==> src/rtl/pe_network_interface_if.sv <==
// Router-side packet channel of the PE network interface: inbound packets,
// outbound packets and the credit pulses flowing in both directions.
interface pe_network_interface_if #(
    parameter int PKT_W = 36
);
    logic             in_valid;
    logic [PKT_W-1:0] in_data;
    logic             upstream_credit;
    logic             out_valid;
    logic [PKT_W-1:0] out_data;
    logic             downstream_credit;

    // Router side: sends inbound packets, consumes outbound ones.
    modport master (
        output in_valid, in_data, downstream_credit,
        input  upstream_credit, out_valid, out_data
    );

    // Network-interface side.
    modport slave (
        input  in_valid, in_data, downstream_credit,
        output upstream_credit, out_valid, out_data
    );
endinterface

==> src/rtl/pe_network_interface.sv <==
// Network interface between one processing element and its leaf quadtree
// router: decodes inbound packets, serves output-activation reads, merges
// outbound traffic through a credit-controlled output FIFO and returns
// upstream credits through a pending-credit counter.
module pe_network_interface #(
    parameter int INFO_W    = 4,
    parameter int ADDR_W    = 16,
    parameter int DATA_W    = 16,
    parameter int PE_IDX_W  = 6,
    parameter int ACT_NO_W  = 6,
    parameter int PE_ADDR_W = 6,
    parameter int DN_DEPTH  = 4,
    parameter int UP_DEPTH  = 4,
    parameter int RQ_DEPTH  = 8,
    parameter int OUT_DEPTH = 4
) (
    input  logic                          clk,
    input  logic                          rst,
    input  logic [PE_IDX_W-1:0]           pe_idx,
    pe_network_interface_if.slave         rtr,
    output logic                          pe_status_we,
    output logic [3:0]                    pe_status_addr,
    output logic [DATA_W-1:0]             pe_status_data,
    output logic                          in_act_we,
    output logic [ACT_NO_W-1:0]           in_act_addr,
    output logic [DATA_W-1:0]             in_act_data,
    input  logic [ACT_NO_W-1:0]           out_act_no,
    output logic                          ni_read_rqst,
    output logic [ACT_NO_W-1:0]           ni_read_addr,
    input  logic [DATA_W-1:0]             out_act_read_data,
    output logic                          pe_start_calc,
    output logic                          fin_broadcast,
    output logic                          layer_done,
    input  logic                          act_send_en,
    input  logic [ADDR_W-1:0]             act_send_addr,
    input  logic [DATA_W-1:0]             act_send_data,
    output logic                          act_send_rdy,
    input  logic                          fin_comp,
    output logic                          push_act,
    output logic [PE_ADDR_W+DATA_W-1:0]   act,
    input  logic                          pop_act
);
    localparam int PKT_W     = INFO_W + ADDR_W + DATA_W;
    localparam int RQ_PTR_W  = $clog2(RQ_DEPTH);
    localparam int OUT_PTR_W = $clog2(OUT_DEPTH);
    localparam int CR_W      = $clog2(DN_DEPTH + 1);
    localparam int UPC_W     = $clog2(UP_DEPTH + 1);
    localparam int SUM_W     = $clog2(UP_DEPTH + 4);

    // Router packet info codes.
    localparam logic [INFO_W-1:0] ROUTER_INFO_CONFIG        = 'd0;
    localparam logic [INFO_W-1:0] ROUTER_INFO_CALC          = 'd1;
    localparam logic [INFO_W-1:0] ROUTER_INFO_READ          = 'd2;
    localparam logic [INFO_W-1:0] ROUTER_INFO_BROADCAST     = 'd3;
    localparam logic [INFO_W-1:0] ROUTER_INFO_FIN_BROADCAST = 'd4;
    localparam logic [INFO_W-1:0] ROUTER_INFO_FIN_COMP      = 'd5;

    // ---------------------------------------------------------------- decode
    logic [INFO_W-1:0] in_info;
    logic [ADDR_W-1:0] in_addr;
    logic [DATA_W-1:0] in_pdata;
    logic              unused_addr_bits;

    assign {in_info, in_addr, in_pdata} = rtr.in_data;
    assign unused_addr_bits = ^in_addr[ADDR_W-1:8];

    logic is_config, is_calc, is_read, is_bcast, is_fin_bc, is_fin_comp;
    logic pkt_release;

    assign is_config   = rtr.in_valid && (in_info == ROUTER_INFO_CONFIG);
    assign is_calc     = rtr.in_valid && (in_info == ROUTER_INFO_CALC);
    assign is_read     = rtr.in_valid && (in_info == ROUTER_INFO_READ);
    assign is_bcast    = rtr.in_valid && (in_info == ROUTER_INFO_BROADCAST);
    assign is_fin_bc   = rtr.in_valid && (in_info == ROUTER_INFO_FIN_BROADCAST);
    assign is_fin_comp = rtr.in_valid && (in_info == ROUTER_INFO_FIN_COMP);

    // Broadcasts held in the activation queue return their credit on pop_act.
    assign push_act    = is_bcast && (out_act_no != '0);
    assign act         = {in_addr[PE_ADDR_W-1:0], in_pdata};
    assign pkt_release = is_config || is_calc || is_fin_bc || is_fin_comp ||
                         (is_bcast && (out_act_no == '0));

    // Register configuration writes and control pulses one cycle after the packet.
    // NOTE: sequential state uses <= so every flop samples pre-edge values.
    always_ff @(posedge clk) begin
        if (rst) begin
            pe_status_we   <= 1'b0;
            pe_status_addr <= '0;
            pe_status_data <= '0;
            in_act_we      <= 1'b0;
            in_act_addr    <= '0;
            in_act_data    <= '0;
            pe_start_calc  <= 1'b0;
            fin_broadcast  <= 1'b0;
            layer_done     <= 1'b0;
        end else begin
            pe_status_we  <= is_config && !in_addr[7];
            in_act_we     <= is_config && in_addr[7];
            pe_start_calc <= is_calc;
            fin_broadcast <= is_fin_bc;
            layer_done    <= is_fin_comp;
            if (is_config && !in_addr[7]) begin
                pe_status_addr <= in_addr[3:0];
                pe_status_data <= in_pdata;
            end
            if (is_config && in_addr[7]) begin
                in_act_addr <= in_addr[ACT_NO_W:1];
                in_act_data <= in_pdata;
            end
        end
    end

    // ------------------------------------------------------ read-request FIFO
    logic [ACT_NO_W-1:0] rq_mem [RQ_DEPTH];
    logic [RQ_PTR_W:0]   rq_wr_ptr, rq_rd_ptr;
    logic                rq_empty, rq_full, rq_push;

    assign rq_empty = (rq_wr_ptr == rq_rd_ptr);
    assign rq_full  = (rq_wr_ptr[RQ_PTR_W] != rq_rd_ptr[RQ_PTR_W]) &&
                      (rq_wr_ptr[RQ_PTR_W-1:0] == rq_rd_ptr[RQ_PTR_W-1:0]);
    assign rq_push  = is_read && !rq_full;

    // Store read addresses.
    // NOTE: FIFO storage is not reset; the pointers alone define valid entries.
    always_ff @(posedge clk) begin
        if (rq_push) rq_mem[rq_wr_ptr[RQ_PTR_W-1:0]] <= in_addr[ACT_NO_W-1:0];
    end

    // ------------------------------------------------------- output arbitration
    logic [OUT_PTR_W:0] out_wr_ptr, out_rd_ptr, out_count;
    logic               out_full, out_empty;
    logic               fin_pending;
    logic               act_grant, fin_grant, rd_grant, enq;
    logic [PKT_W-1:0]   enq_pkt;
    logic [INFO_W-1:0]  act_info;

    assign out_count    = out_wr_ptr - out_rd_ptr;
    assign out_full     = (out_count == (OUT_PTR_W + 1)'(OUT_DEPTH));
    assign out_empty    = (out_count == '0);
    assign act_send_rdy = !out_full;
    assign act_info     = act_send_addr[ADDR_W-1] ? ROUTER_INFO_FIN_BROADCAST
                                                  : ROUTER_INFO_BROADCAST;
    assign ni_read_rqst = rd_grant;
    assign ni_read_addr = rq_empty ? '0 : rq_mem[rq_rd_ptr[RQ_PTR_W-1:0]];

    // Fixed priority: activation send, then finish-computation, then read response.
    // NOTE: every output gets a default first so no latch is inferred.
    always_comb begin
        act_grant = 1'b0;
        fin_grant = 1'b0;
        rd_grant  = 1'b0;
        enq_pkt   = '0;
        if (!out_full) begin
            if (act_send_en) begin
                act_grant = 1'b1;
                enq_pkt   = {act_info, act_send_addr, act_send_data};
            end else if (fin_pending) begin
                fin_grant = 1'b1;
                enq_pkt   = {ROUTER_INFO_FIN_COMP, {ADDR_W{1'b0}},
                             {(DATA_W - PE_IDX_W){1'b0}}, pe_idx};
            end else if (!rq_empty) begin
                rd_grant  = 1'b1;
                enq_pkt   = {ROUTER_INFO_READ,
                             {(ADDR_W - ACT_NO_W - PE_IDX_W){1'b0}}, ni_read_addr, pe_idx,
                             out_act_read_data};
            end
        end
    end

    assign enq = act_grant || fin_grant || rd_grant;

    // ------------------------------------------------------------ output FIFO
    logic [PKT_W-1:0] out_mem [OUT_DEPTH];
    logic [CR_W-1:0]  credit_cnt;
    logic             send;
    logic             out_valid_q;
    logic [PKT_W-1:0] out_data_q;

    assign send         = !out_empty && (credit_cnt != '0);
    assign rtr.out_valid = out_valid_q;
    assign rtr.out_data  = out_data_q;

    // Store granted outbound packets.
    always_ff @(posedge clk) begin
        if (enq) out_mem[out_wr_ptr[OUT_PTR_W-1:0]] <= enq_pkt;
    end

    // FIFO pointers, finish flag, outbound register and downstream credits.
    always_ff @(posedge clk) begin
        if (rst) begin
            rq_wr_ptr   <= '0;
            rq_rd_ptr   <= '0;
            out_wr_ptr  <= '0;
            out_rd_ptr  <= '0;
            fin_pending <= 1'b0;
            out_valid_q <= 1'b0;
            out_data_q  <= '0;
            credit_cnt  <= CR_W'(DN_DEPTH);
        end else begin
            if (rq_push)  rq_wr_ptr  <= rq_wr_ptr + 1'b1;
            if (rd_grant) rq_rd_ptr  <= rq_rd_ptr + 1'b1;
            if (enq)      out_wr_ptr <= out_wr_ptr + 1'b1;
            if (send)     out_rd_ptr <= out_rd_ptr + 1'b1;
            fin_pending <= (fin_pending && !fin_grant) || fin_comp;
            out_valid_q <= send;
            if (send) out_data_q <= out_mem[out_rd_ptr[OUT_PTR_W-1:0]];
            case ({send, rtr.downstream_credit})
                2'b10:   credit_cnt <= credit_cnt - 1'b1;
                2'b01:   credit_cnt <= credit_cnt + 1'b1;
                default: credit_cnt <= credit_cnt;
            endcase
        end
    end

    // --------------------------------------------------- upstream credit return
    logic [UPC_W-1:0] pend_cnt;
    logic [SUM_W-1:0] pend_sum, pend_next;
    logic             credit_issue, pend_ovf, upstream_credit_q;

    assign rtr.upstream_credit = upstream_credit_q;

    // Add this cycle's release events, then spend one pulse if anything is owed.
    always_comb begin
        pend_sum     = SUM_W'(pend_cnt) + SUM_W'(pkt_release) + SUM_W'(rd_grant) +
                       SUM_W'(pop_act);
        credit_issue = (pend_sum != '0);
        pend_next    = pend_sum - SUM_W'(credit_issue);
        pend_ovf     = (pend_next > SUM_W'(UP_DEPTH));
    end

    // Pending-credit counter and registered credit pulse.
    always_ff @(posedge clk) begin
        if (rst) begin
            pend_cnt          <= '0;
            upstream_credit_q <= 1'b0;
        end else begin
            pend_cnt          <= pend_ovf ? UPC_W'(UP_DEPTH) : UPC_W'(pend_next);
            upstream_credit_q <= credit_issue;
        end
    end

`ifndef SYNTHESIS
    // Report protocol violations in simulation; hardware drops or saturates.
    always_ff @(posedge clk) begin
        if (!rst && act_send_en && !act_send_rdy)
            $display("pe_network_interface error: act_send_en while act_send_rdy=0, request dropped");
        if (!rst && pend_ovf)
            $display("pe_network_interface error: pending upstream credits exceed UP_DEPTH, saturated");
    end
`endif

endmodule

==> src/flat_wrapper.sv <==
// flat-port wrapper written by rule: the top's interface ports become plain ports
module pe_network_interface_flat 
#(
    parameter int INFO_W    = 4,
    parameter int ADDR_W    = 16,
    parameter int DATA_W    = 16,
    parameter int PE_IDX_W  = 6,
    parameter int ACT_NO_W  = 6,
    parameter int PE_ADDR_W = 6,
    parameter int DN_DEPTH  = 4,
    parameter int UP_DEPTH  = 4,
    parameter int RQ_DEPTH  = 8,
    parameter int OUT_DEPTH = 4
)
  (clk, rst, pe_idx, pe_status_we, pe_status_addr, pe_status_data, in_act_we, in_act_addr, in_act_data, out_act_no, ni_read_rqst, ni_read_addr, out_act_read_data, pe_start_calc, fin_broadcast, layer_done, act_send_en, act_send_addr, act_send_data, act_send_rdy, fin_comp, push_act, act, pop_act, rtr_in_valid, rtr_in_data, rtr_downstream_credit, rtr_upstream_credit, rtr_out_valid, rtr_out_data);
  pe_network_interface_if #(.PKT_W((INFO_W + ADDR_W + DATA_W))) rtr_i ();
  input  logic clk;
  input  logic rst;
  input  logic [PE_IDX_W-1:0] pe_idx;
  output logic pe_status_we;
  output logic [3:0] pe_status_addr;
  output logic [DATA_W-1:0] pe_status_data;
  output logic in_act_we;
  output logic [ACT_NO_W-1:0] in_act_addr;
  output logic [DATA_W-1:0] in_act_data;
  input  logic [ACT_NO_W-1:0] out_act_no;
  output logic ni_read_rqst;
  output logic [ACT_NO_W-1:0] ni_read_addr;
  input  logic [DATA_W-1:0] out_act_read_data;
  output logic pe_start_calc;
  output logic fin_broadcast;
  output logic layer_done;
  input  logic act_send_en;
  input  logic [ADDR_W-1:0] act_send_addr;
  input  logic [DATA_W-1:0] act_send_data;
  output logic act_send_rdy;
  input  logic fin_comp;
  output logic push_act;
  output logic [PE_ADDR_W+DATA_W-1:0] act;
  input  logic pop_act;
  input wire logic [$bits(rtr_i.in_valid)-1:0] rtr_in_valid;
  input wire logic [$bits(rtr_i.in_data)-1:0] rtr_in_data;
  input wire logic [$bits(rtr_i.downstream_credit)-1:0] rtr_downstream_credit;
  output wire logic [$bits(rtr_i.upstream_credit)-1:0] rtr_upstream_credit;
  output wire logic [$bits(rtr_i.out_valid)-1:0] rtr_out_valid;
  output wire logic [$bits(rtr_i.out_data)-1:0] rtr_out_data;
  assign rtr_i.in_valid = rtr_in_valid;
  assign rtr_i.in_data = rtr_in_data;
  assign rtr_i.downstream_credit = rtr_downstream_credit;
  assign rtr_upstream_credit = rtr_i.upstream_credit;
  assign rtr_out_valid = rtr_i.out_valid;
  assign rtr_out_data = rtr_i.out_data;
  pe_network_interface #(.INFO_W(INFO_W), .ADDR_W(ADDR_W), .DATA_W(DATA_W), .PE_IDX_W(PE_IDX_W), .ACT_NO_W(ACT_NO_W), .PE_ADDR_W(PE_ADDR_W), .DN_DEPTH(DN_DEPTH), .UP_DEPTH(UP_DEPTH), .RQ_DEPTH(RQ_DEPTH), .OUT_DEPTH(OUT_DEPTH)) u_core (.clk(clk), .rst(rst), .pe_idx(pe_idx), .rtr(rtr_i), .pe_status_we(pe_status_we), .pe_status_addr(pe_status_addr), .pe_status_data(pe_status_data), .in_act_we(in_act_we), .in_act_addr(in_act_addr), .in_act_data(in_act_data), .out_act_no(out_act_no), .ni_read_rqst(ni_read_rqst), .ni_read_addr(ni_read_addr), .out_act_read_data(out_act_read_data), .pe_start_calc(pe_start_calc), .fin_broadcast(fin_broadcast), .layer_done(layer_done), .act_send_en(act_send_en), .act_send_addr(act_send_addr), .act_send_data(act_send_data), .act_send_rdy(act_send_rdy), .fin_comp(fin_comp), .push_act(push_act), .act(act), .pop_act(pop_act));
endmodule
==> config.mk <==
export PLATFORM = sky130hd
export DESIGN_NAME = pe_network_interface_flat
export DESIGN_NICKNAME = d
export VERILOG_FILES = /design/src/rtl/pe_network_interface_if.sv /design/src/rtl/pe_network_interface.sv /design/src/flat_wrapper.sv
export SDC_FILE = /design/constraint.sdc
export NUM_CORES = 1
export LEC_CHECK = 0
export CORE_MARGIN = 3
export CORE_UTILIZATION = 54
export CTS_BUF_LIST = sky130_fd_sc_hd__clkbuf_8
export DETAILED_ROUTE_END_ITERATION = 12
export PLACE_DENSITY = 0.82
export SYNTH_ARGS = -nofsm -noshare
export SYNTH_HDL_FRONTEND = slang
export SYNTH_SLANG_ARGS = --single-unit
==> constraint.sdc <==
create_clock -name clk -period 5.9 [get_ports clk]
set_clock_uncertainty 0.2 [all_clocks]
set_input_delay 1.18 -clock clk [delete_from_list [all_inputs] [get_ports clk]]
set_output_delay 1.18 -clock clk [all_outputs]
set_load 0.01 [all_outputs]
==> impl_metrics.yaml <==
run_status:
  status: "finished, final reports clean"
global_route:
  grt_use_total: 0.220
  grt_pass1_wl_um: 41100
  grt-ovfl-total: 0
  grt_max_degree: 73
  grt_pass1_vias: 7608
  antenna_found_initial: 0
yosys:
  synth_edf_count: 188
  netlist_area_um2: 11800
  postSynthNetCount: 928
  synth_seq_cells: 296
  synth_cells: 809
  syn-mean-instance-area_um2: 14.6
  synth_flop_cell: "edfxtp_1"
  netlist-cell-type-count: 50
  synth_top_cell_area_share: 0.479
  synth_area_leaders: "edfxtp_1 48%, dfxtp_1 18%, mux4_2 9.0%, mux2i_1 3.9%, nand2_1 2.9%"
  yosysTopAreaCell: "edfxtp_1"
  synth_most_common_cell: "edfxtp_1"
  yosys_warnings: 0
  seq_area_frac_synth: 0.662
  synthArstFlopShare: 0
  yosys-top-cells-count: "188 x edfxtp_1, 108 x dfxtp_1, 92 x nand2_1, 70 x nor2_1, 49 x a21oi_1"
floorplan:
  die_w_um: 154
  rows: 53
  coreArea_um2: 21200
  fp.dieArea_um2: 23600
  pin_count: 219
  chipHeight_um: 154
  initial_core_util: 0.556
clocking:
  cts_resized: 0
  cts_buffers: 46
  post_cts_buffers: 0
  clk_pin_slew_worst_paths_ns: 0.05
  ctsHtreeMaxLevel: 2
  cts_buffer_depth: 3
  worstSkewPairLatency_ns: 0.54
  cts.sinks: 296
  hold_buffers: 0
  cts_root_buffer: "clkbuf_8"
  cts_tree: "done"
critical_path:
  end_kind: "primary output"
  reg2reg_depth: 18
  crit_path_start_kind: "input port"
  arrival_ns: 3.61
  path_class: "in -> out"
  worst_r2r_endpoint: "u_core.pend_cnt[0]$_SDFF_PP0_"
  required_ns: 4.52
  path_max_fanout: 26
  r2r-start: "u_core.out_wr_ptr[0]$_SDFFE_PP0N_"
  ff2ff_setup_slack_ns: 1.31
power_and_ir_drop:
  power.density_nw_per_um2: 438
  p_leak_nw: 5.25
  total_power_mw: 6.46
  peakVddDrop_mv: 0.386
route:
  viasPerCell: 5.56
  wl_um: 26300
  drtIter0Drc: 468
  vias: 7321
  drt_first_pass_iters: 5
  routedWlPerCell_um: 20.0
  ant_nets: 0
  post-route-drc-count: 0
worst_hold_path:
  hp-start: "u_core.in_act_data[12]$_SDFFE_PP0P_"
  hp-class: "reg -> reg"
  min_path_cells: 2
  hold_end: "u_core.in_act_data[12]$_SDFFE_PP0P_"
run:
  drv_cap: 0
sta:
  setup_ws_ns: 0.911
  rsz0062_at_grt: "false"
  tns_ns: 0
  slew_violations: 0
  period_minus_slack_ns: 4.99
  fmax_ghz: 0.200
  max_slew.worst_pin.slew_ns: 1.14
  setup_viol: 0
  period_share: 0.846
  hold_viol_final: 0
  maxSlewHeadroom: 0.242
placement:
  dp_hpwl_um: 16800
  gp_congestion: 0.839
  pre_cts_ws_ns: 0.573
  dpl_cell_area_um2: 13900
  io_buffers: 209
layout:
  fin_nets: 1123
  synthToLayoutAreaGrowth_pct: 25.2
  antennaDiodeCount: 0
  design_area_um2: 14800
  drive_gt1_frac: 0.130
how the worst max path moves through the flow:
stage / from / end / slack, ns / cells after the start
global placement: act_send_en / u_core.pend_cnt[1]$_SDFF_PP0_ / 0.70 / 15
global route: act_send_en / ni_read_rqst / 0.75 / 7
CTS: act_send_en / ni_read_rqst / 0.90 / 7
floorplan: u_core.out_rd_ptr[1]$_SDFFE_PP0P_ / u_core.pend_cnt[0]$_SDFF_PP0_ / 1.16 / 22
detailed placement: act_send_en / u_core.pend_cnt[0]$_SDFF_PP0_ / 0.57 / 15
finish: act_send_en / ni_read_rqst / 0.91 / 7
power breakdown:
group	switching [mW]	internal, mW
sequential	0.138	2.72
clock	0.758	0.866
combinational	1.05	0.929
sequential cells by signal, indices dropped and copies added, names as in the netlist, 3 cells and up, named ones only:
name,cells
u_core.rtr.out_data,35
u_core.in_act_data,16
u_core.pe_status_addr,4
u_core.in_act_addr,6
u_core.out_mem,140
u_core.rq_mem,48
u_core.out_rd_ptr,3
u_core.credit_cnt,3
u_core.rq_rd_ptr,4
u_core.pe_status_data,16
u_core.out_wr_ptr,3
u_core.rq_wr_ptr,4
u_core.pend_cnt,3
cell type report:
| class | instances | area [um^2] |
|---|---|---|
| Clock buffer | 53 | 729 |
| Clock inverter | 32 | 160 |
| Fill cell | 1416 | 6460 |
| Inverter | 10 | 45.0 |
| Multi-Input combinational cell | 434 | 3530 |
| Sequential cell | 296 | 7810 |
| Tap cell | 275 | 344 |
| Timing Repair Buffer | 216 | 2140 |
through the flow:
step | util | instances | hold WS, ns
floorplan | - | 809 | 0.262
finish | 0.696 | 1316 | 0.253
global route | 0.696 | 1316 | 0.268
global placement | 0.654 | 1231 | 0.240
CTS | 0.696 | 1316 | 0.253
detailed placement | 0.654 | 1231 | 0.246
worst max-delay path: stages:
cell             delay, ns
clkdlybuf4s50_1       0.47
nor2_1                0.32
o41ai_2               0.18
nand2b_1              0.37
inv_8                 0.13
buf_4                 0.34
clkdlybuf4s50_1       0.61
cell usage in the layout (no fill, tap or decap), drive strengths merged, types with 10 or more instances in the layout:
cell type        n
dfxtp          108
mux4            47
inv             37
edfxtp         188
ha              13
clkbuf          53
nand2           92
a22o            16
xnor2           10
nor2            71
a21oi           49
mux2i           46
clkdlybuf4s50  208
logic make-up (layout without fill, tap and decap cells):
logic type,count (synthesis),in the layout,share of synthesized area
xor gates and xnor gates,18,18,0.0159
muxes,94,94,0.130
other,1,1,0.000318
buffers and inverters,79,311,0.0395
AOI/OAI and AO/OA,91,91,0.0508
DFF,296,296,0.662
and+or+nand+nor,214,214,0.0825
adders and majority gates,16,16,0.0189
routing by layer:
| layer | track usage | share of wire | vias to the layer above |
|---|---|---|---|
| met5 | 0 | 0 | - |
| met4 | 0.0677 | 0.023 | 0 |
| met3 | 0.0630 | 0.093 | 52 |
| met2 | 0.368 | 0.49 | 349 |
| met1 | 0.280 | 0.39 | 3567 |
| li1 | - | - | 3353 |
(Power assumes the default switching activity.)
